### src/rtl/aes_bram_pkg.sv
// Shared encodings and constants for the AES BRAM master.
package aes_bram_pkg;
    localparam int         WORDS_PER_BLK = 4;
    localparam int         BLK_BYTES     = 16;
    localparam logic [3:0] WE_ALL        = 4'hF;

    typedef enum logic [3:0] {
        S_IDLE, S_GRAB, S_RD, S_RD_LAST, S_SEND, S_RECV, S_WR, S_NEXT, S_DONE
    } state_e;
endpackage

### src/rtl/aes_blk_pack.sv
// 128-bit block register loaded word-by-word or whole, read out whole or by word.
// Word index 0 is the most significant word ([127:96]).
module aes_blk_pack
    import aes_bram_pkg::*;
(
    input  logic         clk,
    input  logic         rst,
    input  logic         word_we,
    input  logic [1:0]   word_idx,
    input  logic [31:0]  word_in,
    input  logic         blk_we,
    input  logic [127:0] blk_in,
    input  logic [1:0]   rd_idx,
    output logic [31:0]  word_out,
    output logic [127:0] blk_out
);
    logic [WORDS_PER_BLK-1:0][31:0] blk_q, blk_d;

    always_comb begin
        blk_d = blk_q;
        if (blk_we)
            blk_d = blk_in;
        else if (word_we)
            blk_d[~word_idx] = word_in;
    end

    always_ff @(posedge clk or posedge rst) begin
        if (rst) blk_q <= '0;
        else     blk_q <= blk_d;
    end

    assign word_out = blk_q[~rd_idx];
    assign blk_out  = blk_q;
endmodule

### src/rtl/aes_bram_master.sv
// BRAM-port initiator: reads blocks from BRAM, passes them through the AES core
// and writes the results back, holding BRAM ownership for the whole run.
module aes_bram_master
    import aes_bram_pkg::*;
#(
    parameter int CNT_W = 16
) (
    input  logic             clk,
    input  logic             rst,
    input  logic             start,
    input  logic [CNT_W-1:0] num_blocks,
    input  logic [31:0]      src_addr,
    input  logic [31:0]      dst_addr,
    output logic             busy,
    output logic             done,
    output logic             bram_sel,
    output logic [31:0]      aes_addr_BRAM,
    output logic             aes_clk_BRAM,
    output logic [31:0]      aes_dout_BRAM,
    output logic             aes_en_BRAM,
    output logic             aes_rst_BRAM,
    output logic [3:0]       aes_we_BRAM,
    input  logic [31:0]      aes_din_BRAM,
    output logic [127:0]     blk_out_data,
    output logic             blk_out_valid,
    input  logic             blk_out_ready,
    input  logic [127:0]     blk_in_data,
    input  logic             blk_in_valid,
    output logic             blk_in_ready
);
    state_e           state_q, state_d;
    logic [1:0]       wi_q, wi_d;
    logic [CNT_W-1:0] blk_cnt_q, blk_cnt_d, num_q, num_d;
    logic [31:0]      src_q, src_d, dst_q, dst_d;
    logic [CNT_W:0]   blk_cnt_inc;
    logic             cap_we, blk_we, rd_ph, wr_ph;
    logic [1:0]       cap_idx;
    logic [31:0]      base, blk_off, word_off, word_out;

    // One bit wider so num_blocks = 2^CNT_W-1 compares without wrapping.
    assign blk_cnt_inc = {1'b0, blk_cnt_q} + {{CNT_W{1'b0}}, 1'b1};
    // Read data lags the address by a cycle, so capture the previous word.
    assign cap_idx     = wi_q - 2'd1;

    always_comb begin
        state_d   = state_q;
        wi_d      = wi_q;
        blk_cnt_d = blk_cnt_q;
        num_d     = num_q;
        src_d     = src_q;
        dst_d     = dst_q;
        cap_we    = 1'b0;
        blk_we    = 1'b0;
        case (state_q)
            S_IDLE: if (start) begin
                src_d     = src_addr;
                dst_d     = dst_addr;
                num_d     = num_blocks;
                blk_cnt_d = '0;
                wi_d      = '0;
                state_d   = (num_blocks == '0) ? S_DONE : S_GRAB;
            end
            S_GRAB: state_d = S_RD;
            S_RD: begin
                wi_d   = wi_q + 2'd1;
                cap_we = (wi_q != 2'd0);
                if (wi_q == 2'd3) state_d = S_RD_LAST;
            end
            S_RD_LAST: begin
                cap_we  = 1'b1;
                state_d = S_SEND;
            end
            S_SEND: if (blk_out_ready) state_d = S_RECV;
            S_RECV: if (blk_in_valid) begin
                blk_we  = 1'b1;
                state_d = S_WR;
            end
            S_WR: begin
                wi_d = wi_q + 2'd1;
                if (wi_q == 2'd3) state_d = S_NEXT;
            end
            S_NEXT: begin
                blk_cnt_d = blk_cnt_inc[CNT_W-1:0];
                state_d   = (blk_cnt_inc == {1'b0, num_q}) ? S_DONE : S_RD;
            end
            S_DONE:  state_d = S_IDLE;
            default: state_d = S_IDLE;
        endcase
    end

    always_ff @(posedge clk or posedge rst) begin
        if (rst) begin
            state_q   <= S_IDLE;
            wi_q      <= '0;
            blk_cnt_q <= '0;
            num_q     <= '0;
            src_q     <= '0;
            dst_q     <= '0;
        end else begin
            state_q   <= state_d;
            wi_q      <= wi_d;
            blk_cnt_q <= blk_cnt_d;
            num_q     <= num_d;
            src_q     <= src_d;
            dst_q     <= dst_d;
        end
    end

    aes_blk_pack u_pack (
        .clk      (clk),
        .rst      (rst),
        .word_we  (cap_we),
        .word_idx (cap_idx),
        .word_in  (aes_din_BRAM),
        .blk_we   (blk_we),
        .blk_in   (blk_in_data),
        .rd_idx   (wi_q),
        .word_out (word_out),
        .blk_out  (blk_out_data)
    );

    assign rd_ph    = (state_q == S_RD);
    assign wr_ph    = (state_q == S_WR);
    assign base     = wr_ph ? dst_q : src_q;
    assign blk_off  = 32'(blk_cnt_q) * 32'(BLK_BYTES);
    assign word_off = {28'd0, wi_q, 2'b00};

    assign busy          = (state_q != S_IDLE);
    assign done          = (state_q == S_DONE);
    assign bram_sel      = state_q inside {S_GRAB, S_RD, S_RD_LAST, S_SEND, S_RECV, S_WR, S_NEXT};
    assign aes_clk_BRAM  = clk;
    assign aes_rst_BRAM  = 1'b0;
    assign aes_en_BRAM   = rd_ph | wr_ph;
    assign aes_we_BRAM   = wr_ph ? WE_ALL : 4'h0;
    assign aes_addr_BRAM = (rd_ph | wr_ph) ? (base + blk_off + word_off) : 32'h0;
    assign aes_dout_BRAM = wr_ph ? word_out : 32'h0;
    assign blk_out_valid = (state_q == S_SEND);
    assign blk_in_ready  = (state_q == S_RECV);
endmodule

### config.mk
export PLATFORM = sky130hd
export DESIGN_NAME = aes_bram_master
export DESIGN_NICKNAME = d
export VERILOG_FILES = /design/src/rtl/aes_bram_pkg.sv /design/src/rtl/aes_blk_pack.sv /design/src/rtl/aes_bram_master.sv
export SDC_FILE = /design/constraint.sdc
export NUM_CORES = 1
export LEC_CHECK = 0
export BUFFER_PORTS_ARGS = -buffer_cell sky130_fd_sc_hd__buf_2
export CORE_AREA = 2 2 174 176
export DETAILED_ROUTE_END_ITERATION = 10
export DIE_AREA = 0 0 176 178
export PLACE_DENSITY_LB_ADDON = 0.08
export SLEW_MARGIN = 15
export SYNTH_ARGS = -nofsm -noshare
export SYNTH_HDL_FRONTEND = slang
export SYNTH_HIERARCHICAL = 1
export SYNTH_SLANG_ARGS = --single-unit
### constraint.sdc
create_clock -name clk -period 9.9 [get_ports clk]
set_input_delay 0.495 -clock clk [delete_from_list [all_inputs] [get_ports clk]]
set_output_delay 0.495 -clock clk [all_outputs]
set_load 0.05 [all_outputs]
==> summary by stage <==
Setup path
The reg-to-reg startpoint is wi_q[0]. The cell with the biggest individual delay on the critical path is buf_2. Along the worst path, the maximum fanout reaches 2.

By instance count, the cell type seen most on the critical path is clkbuf_16. The worst setup path is of the clock port to output pin kind. The biggest cell delay along the critical path is 0.20 ns. The cell family contributing the most delay on the critical path is buffers and inverters. The number of buffer and inverter instances along the worst setup path is 3.

The arrival time of data at the critical path endpoint is 5.40 ns. The slack of the worst reg-to-reg path is 5.99 ns. The capturing element type of the critical path is an output pin.

The critical path goes through clkbuf_16 > clkbuf_16 > buf_2. The critical path starts at clk. The element type at the critical path start is a clock port. For the worst setup path, the data required time is 9.41 ns.

Synth
The synthesized netlist net count is 1676. During synthesis, Yosys emitted a total of 6 warnings. In the post-synthesis netlist, the cell with the most instances is a21oi_1. The share of flip-flops with an asynchronous set or reset is 1.00.

Yosys mapped a number of flops with a built-in enable equal to 0. Of the synthesized area, sequential elements account for 0.420. After synthesis, the mean cell area works out to 9.72 sq um. In the synthesized netlist the dominant register cell turns out to be dfrtp_1. Yosys mapped the design onto 73 distinct sky130hd cell types. The cell taking the most area after synthesis is dfrtp_1. The area share of the largest cell type after synthesis is 0.420. Yosys attributes the largest share of cell area to dfrtp_1 42%, a21oi_1 9.6%, mux2_2 8.2%. Synthesis handed over a netlist of 1409 instances. The mapped cell area is 13700 sq um.

The synthesized flop and latch total is 230. In the synthesized netlist, the cells that appear most often are 263 x a21oi_1, 230 x dfrtp_1, 154 x nand2_1.

Detailed routing
For this block, the via count after detailed routing is 12300. Before antenna repair, the detailed router went through 7 iterations. The remaining routing DRC violations is 0.

The total wire length is 47000 um. The number of antenna-violating nets in the routed design is 0. For this block, the initial DRC count from the detailed router was 781. The per-cell via count in the routed design is 5.54.

The final routed wire length divided by cell count is 21.1 um.

Outcome
The flow ran to the end, and the final reports show no timing, DRC or antenna violations.

Clock tree
The post-cts gate resize count is 0. Buffers inserted to repair hold after CTS numbered 1. The later pin in the worst-skew pair is clocked with a latency of 0.66 ns.

The number of post-CTS setup repair buffers is 0. The CTS tree is yes. The clock-pin slew on the worst setup and hold paths is 0.06 ns.

Timing
Between clock sinks in the finished design, the worst skew comes to 0.0156 ns. Setup repair after global routing left no endpoint under its margin. The max-slew headroom at the worst pin is 0.242. The pin slew with the least headroom to its limit is 1.14 ns. The final setup TNS is 0 ns. In the post-route analysis, the smallest setup slack over all paths is 4.00 ns. The number of setup violations in the final report is 0.

The count of endpoints failing hold in the final timing report was 0. The number of max-slew violations in the final report is 0.

Placement
The congestion estimate from routability-driven global placement came to 0.888. The minimum setup slack after placement is 4.27 ns. The number of buffers added on ports is 447. The half-perimeter wire length after detailed placement is 32900 um.

Counting tap cells, the placed design contains a total of 2158 instances.

Final layout
The filler cells instantiated in the layout total 2646. Of the cells placed in the final design, the portion with a size suffix greater than 1 is 0.380. Once layout is complete, the utilization of the core stands at 0.580. The number of nets at the end of the flow is 2069.

The area added between synthesis and finish is 24.4%. The final cell count without fillers is 2224.

Global route
The number of global-route vias before repair came to 12000. Entering global routing, the biggest net connects 96 pins. For this run, the total global-route usage over all layers was measured as 0.288. Summed over all layers, the global routing overflow is 0.

The global-route wire length before repair is 69500 um. The number of antenna violations at the first check in global routing came to 11.

Floorplanning
The die covers 31300 sq um. The total number of placement rows is 63. The height of the die is 178 um. The initial utilization of the core area, before any placement, comes to 0.466. During I/O placement, the number of pins put on the boundary was 449. The die span in x is 176 um. The core area is 29400 sq um.

Min path
The hold path startpoint is dst_addr[10]. The worst hold-check path type is input pin to register.

Power
Power spread over the standard cell area amounts to 427 nW/um^2. The worst IR drop on VDD is 0.256 mV. The leakage power is 8.06 nW.

Flow run
The number of max-capacitance violations reported is 0.
[worst register-to-register path: stages, from the launching register on]
cell and delay [ns]:
dfrtp_2 0.34, buf_4 0.57, inv_1 0.34, ha_1 0.28, nor2b_1 0.12, nor3_1 0.60
nor3b_4 0.83, buf_4 0.43, a21oi_1 0.15, a21oi_2 0.18
[power by group]
group | leakage [nW] | switching, mW | total [mW] | internal, mW
combinational | 4.79 | 2.99 | 4.32 | 1.33
sequential | 2.76 | 0.402 | 1.81 | 1.41
clock | 0.500 | 0.452 | 1.14 | 0.690
total | 8.06 | 3.85 | 7.27 | 3.43
[area by class of cell]
class,count,area [sq um],share of cell area
Inverter,15,61.3,0.00360
Tap cell,390,488,0.0286
Clock buffer,43,903,0.0530
Timing Repair Buffer,462,2350,0.138
Clock inverter,13,143,0.00837
Multi-Input combinational cell,1061,7320,0.429
Antenna cell,10,25.0,0.00147
Sequential cell,230,5760,0.338
[kinds of logic (layout without fill, tap and decap cells)]
logic type | Yosys count | count (layout) | share of synthesized area
AND/OR/NAND/NOR | 479 | 479 | 0.186
AO/OA/AOI/OAI | 373 | 373 | 0.155
flip-flops | 230 | 230 | 0.420
multiplexers | 147 | 147 | 0.146
buffers and inverters | 118 | 533 | 0.0475
XOR/XNOR | 39 | 39 | 0.0249
adder cells (fa/ha/maj) | 22 | 22 | 0.0206
other | 1 | 11 | 0.000274
[path summary, 6_finish.rpt]
kind,to,cells after the start
max,aes_clk_BRAM,3
min,dst_q[10],2
max reg2reg,u_pack/blk_out[122],9
min reg2reg,dst_q[18],1
max in group asynchronous,u_pack/blk_out[106],4
min in group asynchronous,dst_q[31],3
[routing by layer]
metal	global-route usage	share of wire	up-vias
li1	-	-	5750
met1	0.356	0.40	6008
met2	0.494	0.49	477
met3	0.0659	0.073	82
met4	0.107	0.031	4
met5	0	0.00049	-
[per-stage QoR]
step                hold WS, ns  power, mW  area [sq um]
floorplan                 0.474       5.11         13700
global placement          0.487       6.08         16000
detailed placement        0.490       6.15         16000
CTS                      0.0493       7.29         17000
global route             0.0539       7.65         17000
finish                   0.0707       7.27         17000
[state kept, by name, summed over array words and instances (netlist names)]
name	count
dst_q	32
u_pack/blk_out	128
blk_cnt_q	16
num_q	16
wi_q	2
state_q	4
src_q	32
[cell usage in the layout, fill, tap and decap left out, drive strengths merged, types with 17 or more instances in the layout]
master | synthesis | layout
nor2b | 136 | 136
nand3 | 20 | 20
dfrtp | 230 | 230
mux4 | 32 | 32
mux2 | 100 | 100
xnor2 | 20 | 20
and2 | 39 | 39
xor2 | 19 | 19
nand2 | 164 | 164
nor2 | 47 | 47
o21ai | 44 | 44
buf | 70 | 462
a21oi | 274 | 274
ha | 21 | 21
clkbuf | 33 | 42
inv | 15 | 17
No activity file was read; power rests on OpenSTA's default activity.
